**src/rtl/tug_pkg.sv**
```systemverilog
// Shared types and default constants for the tug-of-war round controller.
package tug_pkg;

  typedef enum logic [1:0] {
    PLAY    = 2'd0,
    HOLD    = 2'd1,
    RESTART = 2'd2,
    DONE    = 2'd3
  } state_t;

  localparam int unsigned WIN_SCORE_DEF   = 7;
  localparam int unsigned HOLD_CYCLES_DEF = 4;

endpackage

```
**src/rtl/hold_counter.sv**
```systemverilog
// 8-bit down-counter timing the frozen-field interval after a round win.
module hold_counter (
  input  logic       clk,
  input  logic       reset,
  input  logic       load,
  input  logic [7:0] load_val,
  input  logic       count,
  output logic       done
);

  logic [7:0] cnt_d, cnt_q;

  // Load wins over count; counting stops at zero.
  always_comb begin
    cnt_d = cnt_q;
    if (load) begin
      cnt_d = load_val;
    end else if (count && (cnt_q != 8'd0)) begin
      cnt_d = cnt_q - 8'd1;
    end
  end

  // Counter register with synchronous reset.
  always_ff @(posedge clk) begin
    if (reset) begin
      cnt_q <= 8'd0;
    end else begin
      cnt_q <= cnt_d;
    end
  end

  assign done = (cnt_q == 8'd0);

endmodule

```
**src/rtl/round_controller.sv**
```systemverilog
// Round/match controller: scores round wins, freezes the field, then re-centers it.
module round_controller
  import tug_pkg::*;
#(
  parameter int unsigned HOLD_CYCLES = HOLD_CYCLES_DEF,
  parameter int unsigned WIN_SCORE   = WIN_SCORE_DEF
) (
  input  logic       clk,
  input  logic       reset,
  input  logic       L,
  input  logic       R,
  input  logic       leftEdge,
  input  logic       rightEdge,
  output logic       roundWin,
  output logic       fieldReset,
  output logic [2:0] leftScore,
  output logic [2:0] rightScore,
  output logic       matchOver,
  output logic       winner
);

  localparam logic [2:0] WinScore = 3'(WIN_SCORE);
  // Counter is loaded with one less because the entry cycle already counts.
  localparam logic [7:0] HoldLoad = 8'(HOLD_CYCLES - 1);

  state_t     state_d, state_q;
  logic [2:0] left_score_d, left_score_q;
  logic [2:0] right_score_d, right_score_q;
  logic       round_win_d, round_win_q;
  logic       field_reset_d, field_reset_q;
  logic       match_over_d, match_over_q;
  logic       winner_d, winner_q;

  logic hold_load, hold_count, hold_done;
  logic left_win, right_win;

  // A single key only checks its own edge; both keys together cancel out.
  assign left_win  = L && !R && leftEdge && (left_score_q < WinScore);
  assign right_win = R && !L && rightEdge && (right_score_q < WinScore);

  hold_counter u_hold_counter (
    .clk      (clk),
    .reset    (reset),
    .load     (hold_load),
    .load_val (HoldLoad),
    .count    (hold_count),
    .done     (hold_done)
  );

  // Next state, next scores and next registered outputs.
  always_comb begin
    state_d       = state_q;
    left_score_d  = left_score_q;
    right_score_d = right_score_q;
    round_win_d   = 1'b0;
    field_reset_d = 1'b0;
    match_over_d  = match_over_q;
    winner_d      = winner_q;
    hold_load     = 1'b0;
    hold_count    = 1'b0;

    case (state_q)
      PLAY: begin
        if (left_win) begin
          left_score_d = left_score_q + 3'd1;
          round_win_d  = 1'b1;
          if (left_score_d == WinScore) begin
            state_d      = DONE;
            match_over_d = 1'b1;
            winner_d     = 1'b0;
          end else begin
            state_d   = HOLD;
            hold_load = 1'b1;
          end
        end else if (right_win) begin
          right_score_d = right_score_q + 3'd1;
          round_win_d   = 1'b1;
          if (right_score_d == WinScore) begin
            state_d      = DONE;
            match_over_d = 1'b1;
            winner_d     = 1'b1;
          end else begin
            state_d   = HOLD;
            hold_load = 1'b1;
          end
        end
      end
      HOLD: begin
        if (hold_done) begin
          state_d       = RESTART;
          field_reset_d = 1'b1;
        end else begin
          round_win_d = 1'b1;
          hold_count  = 1'b1;
        end
      end
      RESTART: begin
        state_d = PLAY;
      end
      DONE: begin
        round_win_d = 1'b1;
      end
      default: begin
        state_d = PLAY;
      end
    endcase
  end

  // State and output registers; reset overrides everything.
  always_ff @(posedge clk) begin
    if (reset) begin
      state_q       <= PLAY;
      left_score_q  <= 3'd0;
      right_score_q <= 3'd0;
      round_win_q   <= 1'b0;
      field_reset_q <= 1'b0;
      match_over_q  <= 1'b0;
      winner_q      <= 1'b0;
    end else begin
      state_q       <= state_d;
      left_score_q  <= left_score_d;
      right_score_q <= right_score_d;
      round_win_q   <= round_win_d;
      field_reset_q <= field_reset_d;
      match_over_q  <= match_over_d;
      winner_q      <= winner_d;
    end
  end

  assign roundWin   = round_win_q;
  assign fieldReset = field_reset_q;
  assign leftScore  = left_score_q;
  assign rightScore = right_score_q;
  assign matchOver  = match_over_q;
  assign winner     = winner_q;

endmodule
```
**config.mk**
```make
export PLATFORM = sky130hd
export DESIGN_NAME = round_controller
export DESIGN_NICKNAME = d
export VERILOG_FILES = /design/src/rtl/tug_pkg.sv /design/src/rtl/hold_counter.sv /design/src/rtl/round_controller.sv
export SDC_FILE = /design/constraint.sdc
export NUM_CORES = 1
export LEC_CHECK = 0
export ABC_CLOCK_PERIOD_IN_PS = 4800
export BUFFER_PORTS_ARGS = -buffer_cell sky130_fd_sc_hd__buf_4
export CORE_ASPECT_RATIO = 0.7
export CORE_MARGIN = 10
export CORE_UTILIZATION = 55
export DETAILED_ROUTE_END_ITERATION = 10
export GPL_TIMING_DRIVEN = 0
export PLACE_DENSITY = 0.81
export RECOVER_POWER = 25
export SLEW_MARGIN = 20
export SYNTH_ARGS = -nofsm -noshare
export SYNTH_HDL_FRONTEND = slang
export SYNTH_SLANG_ARGS = --single-unit
```
**constraint.sdc**
```tcl
create_clock -name clk -period 4.8 [get_ports clk]
set_input_delay 0.96 -clock clk [delete_from_list [all_inputs] [get_ports clk]]
set_output_delay 0.96 -clock clk [all_outputs]
set_load 0.01 [all_outputs]
```
==> flow_summary.yaml, run 1 <==
floorplan:
  core_area_mm2: 0.00189
  num_rows: 13
  die_h_um: 57.6
  dieArea_mm2: 0.00425
  start_util_pct: 59.0
  io_pins: 16
  dieWidth_um: 73.8
logic_synthesis:
  syn_area_mm2: 0.00111
  synth_area_per_cell_um2: 9.05
  yosysSeqAreaShare_pct: 36.0
  synthMostInstantiatedCell: "dfxtp_1"
  synth_nets: 140
  yosysWarnings: 0
  async_flop_share_pct: 0
  ys_ff_latch: 20
  netlist_instances: 123
  synth_area_leaders: "dfxtp_1 (36%), ha_1 (12%), nor2_1 (6.4%)"
  ys_types: 34
  synth_common_cells: "dfxtp_1 (20), nor2_1 (19), ha_1 (11), a21oi_1 (10)"
  yosysTopAreaCell: "dfxtp_1"
  synth_edf_count: 0
  yosys.area.top_type_share_pct: 36.0
  ys.flop_type: "dfxtp_1"
timing:
  slew_violations: 0
  tns_ns: 0
  fin_ws_ns: 2.69
  rsz0062_at_grt: "false"
  fmax_ghz: 0.475
  worstMarginPinSlew_ns: 0.753
  finalHoldViolCount: 0
  skew_ns: 0.00281
  fin_crit_ns: 2.11
  finalSetupViolCount: 0
  period_share_pct: 43.9
  relSlewSlack_pct: 49.3
drt:
  dr.pass1.iters: 4
  wl_mm: 2.56
  via_per_inst: 5.78
  postRouteAntennaNets: 0
  avgRoutedWirePerCell_um: 15.6
  drt_iter0_markers: 46
  drcViolationCount: 0
  dr_total_vias: 948
cts:
  cts_tree: "yes"
  clk_latency_ns: 0.30
  clk_pin_slew_ns: 0.11
  cts_resized: 0
  clkSinkCount: 20
  root_buffer: "clkbuf_4"
  htreeDepth: 1
  cts_inserted_buffers: 3
  hold_buffers: 0
  clk_path_buf_depth: 2
  cts_setup_buffers: 0
finish:
  antenna-diode-count: 0
  fin_nets: 160
  multi_input_area_um2: 661
  ff_latch_area_um2: 400
  layout-drive-gt1-share_pct: 12.7
  nFillCells: 170
  syn2layout_area_growth_pct: 12.8
  final_area_mm2: 0.00126
global_route:
  grt_pass1_wl_mm: 4.50
  grt_usage_pct: 13.1
  grt.overflow.total: 0
  grt_pass1_vias: 974
  antenna_found_initial: 0
  grt_max_degree: 12
placement:
  place_area_mm2: 0.00125
  hpwlAfterDp_mm: 1.95
  pre_cts_ws_ns: 2.56
  finalWeightedCongestion: 0.828
  io_buffers: 15
setup_path:
  worstPathArrival_ns: 2.34
  crit_path_start_kind: "flop"
  crit_type: "reg2reg"
  cp.required_ns: 5.03
  crit_fanout: 10
  cp-end-kind: "flop"
pwr:
  powerDensity_mw_per_mm2: 543
  p_total_uw: 682
  ir_drop_uv: 396
  leakagePower_nw: 0.522
worst_hold_path:
  min_path_type: "reg2reg"
job:
  drv_cap: 0
status:
  status: "finished, final reports clean"
state kept, by name (all words and copies together), names as in the netlist:
signal / flops
rightScore: 3
winner: 1
roundWin: 1
leftScore: 3
matchOver: 1
u_hold_counter.cnt_q: 8
state_q: 2
fieldReset: 1
where the power goes:
part	switching, mW	internal (mW)	total, mW
clock	0.0502	0.0463	0.0965
sequential	0.0430	0.209	0.252
combinational	0.194	0.140	0.334
per-layer routing:
layer	part of all wire, %	global-route usage (%)	routed length (um)
met1	43	14.8	1110
met2	47	21.8	1210
met3	7.6	5.27	193
met4	1.6	4.77	42
met5	0	0	0
worst max-delay path: stages, from the launching register on:
cell and delay, ns:
dfxtp_1 0.36, nor4_1 0.69, a31oi_4 0.29, a311oi_4 0.40, nor2_1 0.10, a211oi_2 0.19
per-stage QoR:
step                      util (%)  instances  hold slack, ns
after floorplan                  -        123           0.480
final                         66.6        164           0.495
after global routing          66.6        164           0.555
after detailed placement      66.4        160           0.480
after global placement        66.4        160           0.460
after CTS                     68.4        164           0.509
kinds of logic (layout without fill, tap and decap cells):
kind of cell,count (synthesis),after routing,share of synthesized area [%]
mux,1,1,0.899
compound gates,22,22,16.0
fa+ha+maj,11,11,12.4
flops,20,20,36.0
xor+xnor,12,12,9.44
buf+inv,10,29,3.37
simple gates,47,47,22.0
area by class of cell:
class | count | share of cell area, %
timing repair buffer | 15 | 7.47
tap | 22 | 2.19
buffer | 2 | 0.598
sequential | 20 | 31.9
inverter | 8 | 2.39
clock buffer | 4 | 2.89
multi-input combinational | 93 | 52.6
cell usage in the layout (no fill, tap or decap), drive strengths merged, types with 2 or more instances in the layout:
master	count
a211oi	2
a21oi	10
a31oi	2
buf	10
clkbuf	11
dfxtp	20
ha	11
inv	8
nand2	7
nand3	7
nor2	19
nor3	4
xnor2	4
xor2	8
worst paths after layout:
path                 to  depth (start not counted)  slack (ns)                    start
max reg2reg  state_q[0]                          5        2.69  u_hold_counter.cnt_q[4]
min           matchOver                          2        0.50                matchOver
min reg2reg   matchOver                          2        0.50                matchOver
max          state_q[0]                          5        2.69  u_hold_counter.cnt_q[4]
(Power assumes the default switching activity.)
==> inputs of run 2 (changes only) <==
ABC_CLOCK_PERIOD_IN_PS = 2150   (was 4800)
clock period = 2.15 ns   (was 4.8 ns; I/O delays follow)
==> run 2 against run 1 <==
Net effect:
- hold slack lost 0.17 ns
- wire length shrank 0.98%
- power grew 130%
- setup slack lost 2.5 ns
- first-iteration DRC count grew 28%
- clock skew grew 0.0019 ns
- die area is the same
- maximum frequency grew 5.4%
- core utilization grew 0.60 points
- clock-buffer cell count is the same
- via count shrank 1.8%
- global-route usage is the same
- critical path type unchanged
- critical endpoint is now winner
- largest cell class unchanged
==> flow_summary.yaml, run 2 (same netlist as run 1, synthesis figures left out) <==
status:
  status: "finished, final reports clean"
finish:
  final_common_cell: "dfxtp_1"
  instances_no_fill: 164
  largest_register_ffs: 8
  syn2layout_area_growth_pct: 13.8
  fin_nets: 160
  antenna-diode-count: 0
  mostFrequentLayoutCells: "dfxtp_1 (20), nor2_1 (19), ha_1 (11), a21oi_1 (10), buf_4 (9)"
  layout-drive-gt1-share_pct: 13.4
  regMostFlops: "u_hold_counter.cnt_q"
timing:
  fmax_ghz: 0.500
  relSlewSlack_pct: 65.7
  rsz0062_at_grt: "false"
  slew_violations: 0
  skew_ns: 0.00468
  finalSetupViolCount: 0
  finalHoldViolCount: 0
  tns_ns: 0
  period_share_pct: 92.9
  worstMarginPinSlew_ns: 0.515
  fin_crit_ns: 2.00
cts:
  cts_tree: "yes"
  clk_latency_ns: 0.30
  cts_inserted_buffers: 3
  root_buffer: "clkbuf_4"
  clkSinkCount: 20
  clk_path_buf_depth: 2
  cts_resized: 0
  clk_pin_slew_ns: 0.11
  cts_setup_buffers: 0
  hold_buffers: 0
  htreeDepth: 1
global_route:
  grt_pass1_wl_mm: 4.50
  antenna_found_initial: 0
  grt_usage_pct: 13.1
  grt_pass1_vias: 974
  grt.overflow.total: 0
  grt_max_degree: 12
drt:
  drcViolationCount: 0
  postRouteAntennaNets: 0
  wl_mm: 2.53
  avgRoutedWirePerCell_um: 15.4
  dr.pass1.iters: 4
  dr_total_vias: 931
  drt_iter0_markers: 59
  via_per_inst: 5.68
placement:
  placed_cells_incl_taps: 160
  finalWeightedCongestion: 0.828
  io_buffers: 15
  hpwlAfterDp_mm: 1.95
worst_hold_path:
  min_path_type: "in2reg"
pwr:
  leakagePower_nw: 0.523
  ir_drop_uv: 896
  powerDensity_mw_per_mm2: 1230
floorplan:
  die_h_um: 57.6
  start_util_pct: 59.0
  io_pins: 16
  dieWidth_um: 73.8
  dieArea_mm2: 0.00425
  num_rows: 13
  core_area_mm2: 0.00189
setup_path:
  crit_path_start_kind: "flop"
  worstPathArrival_ns: 2.21
  cp.required_ns: 2.37
  cp-end-kind: "flop"
  crit_type: "reg2reg"
  crit_fanout: 9
job:
  drv_cap: 0
-- run 2: metrics by stage --
step | util [%] | instance area, um2 | total power [mW] | hold slack (ns) | worst slack (ns)
2_1_floorplan | - | 1110 | 1.17 | 0.480 | 0.501
3_3_place_gp | 66.4 | 1250 | 1.31 | 0.460 | 0.325
3_5_place_dp | 66.4 | 1250 | 1.35 | 0.480 | 0.209
4_1_cts | 68.4 | 1290 | 1.58 | 0.324 | 0.190
5_1_grt | 67.2 | 1270 | 1.69 | 0.314 | 0.0278
6_report | 67.2 | 1270 | 1.56 | 0.329 | 0.152
-- run 2: routing by layer --
metal / wire length (um) / vias to the layer above / part of all wire (%) / GRT usage (%)
met1: 1090 / 433 / 43 / 14.8
li1: - / 467 / - / -
met3: 182 / 4 / 7.2 / 5.27
met5: 0 / - / 0 / 0
met4: 30 / 0 / 1.2 / 4.77
met2: 1220 / 27 / 48 / 21.8
-- run 2: final timing paths --
| path | slack (ns) | from | to | cells after the start |
|---|---|---|---|---|
| max | 0.15 | state_q[0] | winner | 7 |
| min | 0.33 | reset | state_q[0] | 2 |
| max reg2reg | 0.15 | state_q[0] | winner | 7 |
| min reg2reg | 0.49 | matchOver | matchOver | 2 |
-- run 2: area by class of cell --
class / count / area [um2]
inverters: 8 / 30.0
flip-flops and latches: 20 / 400
well taps: 22 / 27.5
plain buffers: 2 / 7.51
repair buffers: 15 / 90.1
clock buffers: 4 / 36.3
fillers: 170 / 619
multi-input cells: 93 / 676
-- run 2: where the power goes --
group	switching [mW]	internal, mW
Combinational	0.429	0.337
Sequential	0.110	0.467
Clock	0.112	0.103
-- run 2: critical path, cell delays in order, from the launching register on --
cell and delay (ns):
dfxtp_1 0.38, inv_1 0.11, ha_1 0.15, clkbuf_1 0.40, nand4_1 0.39, a21oi_1 0.22, nor2_1 0.06, a211oi_1 0.20
